[config.mk]
export PLATFORM = sky130hd
export DESIGN_NAME = bin2x2_filter
export DESIGN_NICKNAME = d
export VERILOG_FILES = /design/src/rtl/img_stream_pkg.sv /design/src/rtl/bin2x2_line_buffer.sv /design/src/rtl/bin2x2_filter.sv
export SDC_FILE = /design/constraint.sdc
export NUM_CORES = 1
export LEC_CHECK = 0
export ABC_AREA = 1
export BUFFER_PORTS_ARGS = -buffer_cell sky130_fd_sc_hd__buf_2
export CAP_MARGIN = 25
export CORE_ASPECT_RATIO = 1.1
export CORE_MARGIN = 8
export CORE_UTILIZATION = 56
export DETAILED_ROUTE_END_ITERATION = 6
export PLACE_DENSITY = 0.76
export SKIP_CTS_REPAIR_TIMING = 1
export SYNTH_ARGS = -nofsm -noshare
export SYNTH_HDL_FRONTEND = slang
export SYNTH_HIERARCHICAL = 1
export SYNTH_SLANG_ARGS = --single-unit
[constraint.sdc]
create_clock -name clk -period 2.5 [get_ports clk]
set_input_delay 0.125 -clock clk [delete_from_list [all_inputs] [get_ports clk]]
set_output_delay 0.125 -clock clk [all_outputs]
set_load 0.01 [all_outputs]
[src/rtl/img_stream_pkg.sv]
// Shared definitions for the image streaming stages (crop, bin).
// Default pixel width, counter-width helper and the binning rounding constant.
package img_stream_pkg;

   localparam int DEFAULT_PIXEL_BIT_WIDTH = 12;

   // Added to a four-pixel sum before the divide-by-four when rounding is enabled.
   localparam int BIN_ROUND_CONST = 2;

   // Bits needed to hold any value in 0..n.
   function automatic int cnt_width(input int n);
      return $clog2(n + 1);
   endfunction

endpackage

[src/rtl/bin2x2_line_buffer.sv]
// Single-write, single-read line buffer holding the horizontal pair sums of an even row.
// Read is asynchronous so the binned result still lands one register stage after the pixel.
module bin2x2_line_buffer
   import img_stream_pkg::*;
#(
   parameter int WIDTH = DEFAULT_PIXEL_BIT_WIDTH + 1,
   parameter int DEPTH = 10,
   parameter int AW    = (DEPTH > 1) ? $clog2(DEPTH) : 1
) (
   input  logic             clk,
   input  logic             we,
   input  logic [AW-1:0]    waddr,
   input  logic [WIDTH-1:0] wdata,
   input  logic [AW-1:0]    raddr,
   output logic [WIDTH-1:0] rdata
);

   logic [WIDTH-1:0] mem_r [DEPTH];

   // Storage is not reset: every entry is written on an even row before the odd row reads it.
   always_ff @(posedge clk) begin
      if (we) begin
         mem_r[waddr] <= wdata;
      end
   end

   assign rdata = mem_r[raddr];

endmodule

[src/rtl/bin2x2_filter.sv]
// 2x2 binning filter: raster pixel stream in, half-resolution averaged stream out (valid/ready).
// Define BIN2X2_ROUND_EN to round half up instead of truncating the average.
module bin2x2_filter
   import img_stream_pkg::*;
#(
   parameter int PIXEL_BIT_WIDTH = DEFAULT_PIXEL_BIT_WIDTH,
   parameter int IN_ROWS         = 20,
   parameter int IN_COLS         = 20
) (
   input  logic                       clk,
   input  logic                       reset,
   input  logic [PIXEL_BIT_WIDTH-1:0] pixel_in,
   input  logic                       in_valid,
   output logic                       in_ready,
   output logic [PIXEL_BIT_WIDTH-1:0] pixel_out,
   output logic                       out_valid,
   input  logic                       out_ready
);

   localparam int W     = PIXEL_BIT_WIDTH;
   localparam int XW    = cnt_width(IN_COLS - 1);
   localparam int YW    = cnt_width(IN_ROWS - 1);
   localparam int DEPTH = IN_COLS / 2;
   localparam int AW    = (DEPTH > 1) ? $clog2(DEPTH) : 1;

   localparam logic [XW-1:0]  X_LAST    = XW'(IN_COLS - 1);
   localparam logic [YW-1:0]  Y_LAST    = YW'(IN_ROWS - 1);
   localparam logic [W+1:0]   ROUND_ADD = (W + 2)'(BIN_ROUND_CONST);

   logic [XW-1:0] x_r;
   logic [YW-1:0] y_r;
   logic [XW-1:0] x_next_s;
   logic [YW-1:0] y_next_s;
   logic [W-1:0]  hold_r;
   logic [W-1:0]  pixel_out_r;
   logic          out_valid_r;

   logic          in_ready_s;
   logic          acc_s;
   logic          load_s;
   logic          lb_we_s;
   logic [AW-1:0] lb_addr_s;
   logic [W:0]    lb_rdata_s;
   logic [W:0]    hsum_s;
   logic [W+1:0]  bsum_s;
   logic [W+1:0]  rounded_s;
   logic [W-1:0]  result_s;

   assign in_ready_s = !out_valid_r || out_ready;
   assign acc_s      = in_valid && in_ready_s;
   assign lb_we_s    = acc_s && x_r[0] && !y_r[0];
   assign load_s     = acc_s && x_r[0] && y_r[0];
   assign lb_addr_s  = AW'(x_r >> 1);

   assign hsum_s = {1'b0, hold_r} + {1'b0, pixel_in};
   assign bsum_s = {1'b0, lb_rdata_s} + {1'b0, hsum_s};

`ifdef BIN2X2_ROUND_EN
   // Cannot overflow: 4*(2^W-1)+2 still fits in W+2 bits.
   assign rounded_s = bsum_s + ROUND_ADD;
`else
   assign rounded_s = bsum_s;
`endif

   assign result_s = W'(rounded_s >> 2);

   bin2x2_line_buffer #(
      .WIDTH (W + 1),
      .DEPTH (DEPTH),
      .AW    (AW)
   ) u_line_buffer (
      .clk   (clk),
      .we    (lb_we_s),
      .waddr (lb_addr_s),
      .wdata (hsum_s),
      .raddr (lb_addr_s),
      .rdata (lb_rdata_s)
   );

   // Raster position advance with wrap at end of line and end of frame.
   always_comb begin
      x_next_s = x_r;
      y_next_s = y_r;
      if (acc_s) begin
         if (x_r == X_LAST) begin
            x_next_s = {XW{1'b0}};
            if (y_r == Y_LAST) begin
               y_next_s = {YW{1'b0}};
            end else begin
               y_next_s = y_r + YW'(1);
            end
         end else begin
            x_next_s = x_r + XW'(1);
            y_next_s = y_r;
         end
      end else begin
         x_next_s = x_r;
         y_next_s = y_r;
      end
   end

   // Position counters and the even-column pixel holding register.
   always_ff @(posedge clk or negedge reset) begin
      if (!reset) begin
         x_r    <= {XW{1'b0}};
         y_r    <= {YW{1'b0}};
         hold_r <= {W{1'b0}};
      end else begin
         x_r <= x_next_s;
         y_r <= y_next_s;
         if (acc_s && !x_r[0]) begin
            hold_r <= pixel_in;
         end
      end
   end

   // Single-entry output register; a new result may replace the one being popped.
   always_ff @(posedge clk or negedge reset) begin
      if (!reset) begin
         pixel_out_r <= {W{1'b0}};
         out_valid_r <= 1'b0;
      end else if (load_s) begin
         pixel_out_r <= result_s;
         out_valid_r <= 1'b1;
      end else if (out_ready) begin
         out_valid_r <= 1'b0;
      end
   end

   assign in_ready  = in_ready_s;
   assign pixel_out = pixel_out_r;
   assign out_valid = out_valid_r;

endmodule

==> impl_metrics.toml, run 1 <==
[place]
port_buffers = 29
gp_congestion = 0.9218
dpl.hpwl_um = 12980

[synth]
avgSynthCellArea_sq_um = 9.435
synth_fp_nets = 935
synthArstFlopShare_pct = 21.21
synth_edf_count = 130
syn_area_sq_um = 8407
ys_ff_latch = 165
synthFlopType = "edfxtp_1"
yosys_warnings = 6
synth_seq_area_share_pct = 56.85
synth_cell_types = 40
synthCells = 891

[status]
violations = "hold timing, setup timing"
outcome = "complete, but fails checks"

[clock_tree]
clk_pin_slew_worst_paths_ns = 0.07
clock_latency_ns = 0.42
clock_path_buffers = 2
root_buffer = "clkbuf_16"
cts.sinks = 165
numCtsBuffers = 17
h-tree-depth = 4
cts_tree = "done"

[detailed_routing]
drt-wirelength-per-cell_um = 16.62
drtIter0Drc = 483
wl_um = 20070
ant_nets = 0
num_vias = 6510
via_per_inst = 5.389
remaining_drc_errors = 0
dr.pass1.iters = 5

[sta]
drv_slew = 0
slew_headroom_pct = 45.10
rsz0062_at_grt = "yes"
fin_crit_sh_pct = 104.9
finalCriticalPeriod_ns = 2.623
timing.final.ws_setup_ns = -0.1234
setup_violations = 7
worst_pin_slew_ns = 0.8236
fmax_mhz = 381.2
clock-skew-final_ns = 0.01382
whs_ns = -0.005123
fin_setup_tns_ns = -0.5552
hold_viol_final = 1

[min_path]
hp-class = "in2reg"

[worst_setup_path]
arrival_ns = 2.94
required_ns = 2.82
crit_type = "reg2reg"
critical_path.endpoint_type = "register"
crit_family = "adder cells"
path_cells = "ha_2 -> inv_2 -> fa_2 -> o21ai_4 -> nand4_1 -> nand2_2 -> xor2_4 -> ha_4 -> nand2_4 -> inv_1 -> a21oi_2 -> nand4_1 -> nand3_1 -> nand2_1"
cp.buffers_inverters = 2
cp_slowest_cell = "fa_2"
start_kind = "register"
crit_path_max_fanout = 4
slowest_delay_ns = 0.39
r2r_slack_ns = -0.12
cpMostUsedCell = "nand4_1"

[finish]
final.fill_count = 1029
fin_nets = 1043
drive_above_1_share_pct = 24.90
layout_common_cells = "nand2_1 (253), edfxtp_1 (130), nand3_1 (101)"
final_common_cell = "nand2_1"
antennaDiodeCount = 0
syn2layout_area_growth_pct = 22.28

[global_routing]
grt_max_degree = 36
track_usage_pct = 20.32
grt_pass1_vias = 6262
antenna_found_initial = 0
grt-ovfl-total = 0
grt_first_pass_wirelength_um = 30580

[floorplanning]
die_area_sq_um = 19190
die-width_um = 132.8
initial_utilization_pct = 56.50
core_sq_um = 14880
std_cell_rows = 47
io_pins = 30
dieHeight_um = 144.5

[flow_run]
drv_cap = 0
-- synthesized netlist by cell type, types with 2 or more instances --
library cell / n / area share, %
a21o_1: 2 / 0.18
a21oi_1: 15 / 0.89
a31oi_1: 2 / 0.15
buf_1: 2 / 0.089
buf_2: 5 / 0.30
buf_4: 3 / 0.27
buf_6: 11 / 1.5
clkbuf_1: 3 / 0.13
clkinv_1: 21 / 0.94
clkinv_2: 7 / 0.42
dfrtp_1: 35 / 10
edfxtp_1: 130 / 46
ha_1: 27 / 4.0
inv_1: 80 / 3.6
inv_2: 33 / 1.5
inv_6: 2 / 0.21
mux2_2: 3 / 0.40
mux2_4: 8 / 1.4
nand2_1: 264 / 12
nand2_4: 4 / 0.54
nand3_1: 104 / 6.2
nand3b_1: 5 / 0.45
nand4_1: 7 / 0.52
nor2_1: 60 / 2.7
nor3_1: 2 / 0.12
o21ai_0: 23 / 1.4
o21ai_1: 2 / 0.12
o21ai_2: 4 / 0.42
o21bai_1: 2 / 0.18
xnor2_1: 5 / 0.52
xor2_1: 11 / 1.1
-- worst register-to-register path, cell delays in order (launching register included) --
cell	delay [ns]
dfrtp_1	0.35
ha_2	0.19
inv_2	0.05
fa_2	0.39
o21ai_4	0.19
nand4_1	0.13
nand2_2	0.15
xor2_4	0.23
ha_4	0.26
nand2_4	0.10
inv_1	0.06
a21oi_2	0.18
nand4_1	0.11
nand3_1	0.09
nand2_1	0.05
-- layer usage --
| metal | part of all wire [%] | up-vias | global-route usage, % |
|---|---|---|---|
| met5 | 0 | - | 0 |
| met4 | 3.5 | 0 | 10.05 |
| met3 | 6.8 | 64 | 3.544 |
| met2 | 52 | 274 | 35.12 |
| met1 | 38 | 3074 | 24.16 |
| li1 | - | 3098 | - |
-- path summary, 6_finish.rpt --
kind	start	end	cells after the start
worst min-delay path	out_ready	out_valid	4
max in group asynchronous	reset	x_r[1]	2
min in group asynchronous	reset	pixel_out[5]	2
worst max register to register	hold_r[0]	pixel_out[8]	14
worst max-delay path	hold_r[0]	pixel_out[8]	14
worst min register to register	pixel_out[9]	pixel_out[9]	2
-- state kept, by name (all words and copies together), names as in the netlist --
register	cells
hold_r	12
pixel_out	12
y_r	5
u_line_buffer/mem_r	130
x_r	5
out_valid	1
-- cell families (layout without fill, tap and decap cells) --
kind of cell | after synthesis | count (layout) | synth area share, %
AND/OR/NAND/NOR | 450 | 450 | 22.74
AO/OA/AOI/OAI | 53 | 53 | 3.602
multiplexers | 11 | 11 | 1.831
buffers and inverters | 168 | 289 | 9.049
flip-flops | 165 | 165 | 56.85
adder cells (fa/ha/maj) | 28 | 28 | 4.257
XOR/XNOR | 16 | 16 | 1.667
-- cell type report --
class | instances | area [sq um] | area share [%]
multi-input cells | 558 | 3266 | 31.77
inverters | 143 | 558.0 | 5.428
flip-flops and latches | 165 | 4781 | 46.51
repair buffers | 114 | 843.3 | 8.203
well taps | 196 | 245.2 | 2.386
clock buffers | 23 | 521.8 | 5.075
clock inverters | 9 | 65.06 | 0.6329
-- metrics by stage --
stage               util (%)  cell area [sq um]  instances  hold slack [ns]  setup slack [ns]
floorplan                  -               8481        891          -0.1706          0.004026
global placement       61.95               9218       1161           0.2500          -0.06273
detailed placement     61.95               9218       1161           0.2586           -0.1382
CTS                    65.90               9804       1193          -0.1865           -0.1664
global route           69.09              10280       1208         0.001961           -0.2621
finish                 69.09              10280       1208        -0.005123           -0.1234
Power of run 1 is left out: the tool's default activity adds up to more than one toggle a clock period on the data nets, which glitch-free logic cannot reach.
==> run 2, diff against run 1 <==
--- a/config.mk
+++ b/config.mk
@@ -10,9 +10,9 @@
 export CAP_MARGIN = 25
 export CORE_ASPECT_RATIO = 1.1
 export CORE_MARGIN = 8
-export CORE_UTILIZATION = 56
+export CORE_UTILIZATION = 35
 export DETAILED_ROUTE_END_ITERATION = 6
-export PLACE_DENSITY = 0.76
+export GPL_TIMING_DRIVEN = 0
 export SKIP_CTS_REPAIR_TIMING = 1
 export SYNTH_ARGS = -nofsm -noshare
 export SYNTH_HDL_FRONTEND = slang
==> run 2 against run 1 <==
The run ends with setup timing left. Sequential share of layout area fell by 1.5 points. Sequential cell count unchanged. First-iteration DRC count fell by 27%. Hold slack gained 0.012 ns. Wire length rose by 3.6%.
==> impl_metrics.toml, run 2 (same netlist as run 1, synthesis figures left out) <==
[status]
outcome = "complete, but fails checks"
violations = "setup timing"

[detailed_routing]
wl_um = 20800
num_vias = 6176
dr.pass1.iters = 5
drtIter0Drc = 355
via_per_inst = 4.704
drt-wirelength-per-cell_um = 15.84
remaining_drc_errors = 0
ant_nets = 0

[finish]
drive_above_1_share_pct = 26.59
syn2layout_area_growth_pct = 26.27
top_register = "u_line_buffer/mem_r"
antennaDiodeCount = 0
final_common_cell = "nand2_1"
fin_nets = 1040
layout_common_cells = "nand2_1 (245), edfxtp_1 (130), nand3_1 (99)"
final_core_utilization_pct = 44.94
largest_register_ffs = 130

[floorplanning]
die-width_um = 163.8
io_pins = 30
std_cell_rows = 59
initial_utilization_pct = 35.59
core_sq_um = 23620
dieHeight_um = 178.5
die_area_sq_um = 29240

[clock_tree]
clock_latency_ns = 0.43
cts.sinks = 165
numCtsBuffers = 17
h-tree-depth = 4
clk_pin_slew_worst_paths_ns = 0.06
cts_tree = "done"
root_buffer = "clkbuf_16"
clock_path_buffers = 2

[place]
place_worst_setup_slack_ns = -0.7873
dpl.hpwl_um = 14100
port_buffers = 29
gp_congestion = 0.8429

[worst_setup_path]
critical_path.endpoint_type = "register"
required_ns = 2.82
crit_type = "reg2reg"
cpMostUsedCell = "nand2_1"
path_cells = "ha_2 -> inv_4 -> fa_2 -> buf_4 -> nand3b_1 -> nand3_2 -> xor2_4 -> buf_12 -> ha_4 -> nand2_1 -> nor2_2 -> and2_1 -> nand2_1 -> nand3_1 -> nand2_1 -> nand3_1 -> nand2_1"
cp.buffers_inverters = 3
crit_family = "simple AND/OR/NAND/NOR gates"
arrival_ns = 3.06
cp_slowest_cell = "fa_2"
crit_path_max_fanout = 4
slowest_delay_ns = 0.40
start_kind = "register"

[flow_run]
drv_cap = 0

[sta]
drv_slew = 0
hold_viol_final = 0
finalCriticalPeriod_ns = 2.739
clock-skew-final_ns = 0.008590
rsz0062_at_grt = "yes"
setup_violations = 8
timing.final.ws_setup_ns = -0.2392
fin_setup_tns_ns = -1.362
fmax_mhz = 365.1
worst_pin_slew_ns = 0.8180
fin_crit_sh_pct = 109.6
slew_headroom_pct = 45.47

[global_routing]
track_usage_pct = 14.28
grt_max_degree = 36
grt_pass1_vias = 6079
grt-ovfl-total = 0
grt_first_pass_wirelength_um = 31850
antenna_found_initial = 0

[min_path]
hp-class = "in2reg"
run 2: final timing paths:
kind / depth (start not counted) / slack [ns] / end / start
worst max-delay path: 17 / -0.24 / pixel_out[9] / hold_r[0]
min in group asynchronous: 2 / 0.32 / pixel_out[10] / reset
worst max register to register: 17 / -0.24 / pixel_out[9] / hold_r[0]
max in group asynchronous: 2 / 1.60 / x_r[2] / reset
worst min-delay path: 4 / 0.007 / x_r[1] / in_valid
worst min register to register: 2 / 0.48 / pixel_out[4] / pixel_out[4]
run 2: per-stage QoR:
step	instances	hold WS (ns)	area (sq um)
4_1_cts	1267	-0.2013	9679
5_1_grt	1313	0.02838	10620
3_3_place_gp	1225	0.2585	9007
2_1_floorplan	891	-0.1706	8481
6_report	1313	0.006516	10620
3_5_place_dp	1236	0.2606	9109
run 2: cell type report:
class                           instances  area, sq um
Buffer                                 25        229.0
Inverter                              143        560.5
Clock inverter                         12        137.6
Fill cell                            2240        13010
Timing Repair Buffer                   86        674.4
Tap cell                              305        381.6
Multi-Input combinational cell        558         3417
Clock buffer                           19        432.9
Sequential cell                       165         4782
run 2: metal layers:
| metal | wire, um | vias up | share of wire (%) | track usage (%) |
|---|---|---|---|---|
| met2 | 10320 | 135 | 50 | 24.50 |
| met1 | 9056 | 2910 | 44 | 17.35 |
| met5 | 0 | - | 0 | 0 |
| li1 | - | 3095 | - | - |
| met3 | 819 | 36 | 3.9 | 2.955 |
| met4 | 597 | 0 | 2.9 | 5.383 |
run 2: tightest hold or removal path, delay by kind of cell:
family | cells | cell delay [ns]
simple gates | 3 | 0.17
buf+inv | 1 | 0.10
Power of run 2 is left out for the same reason.
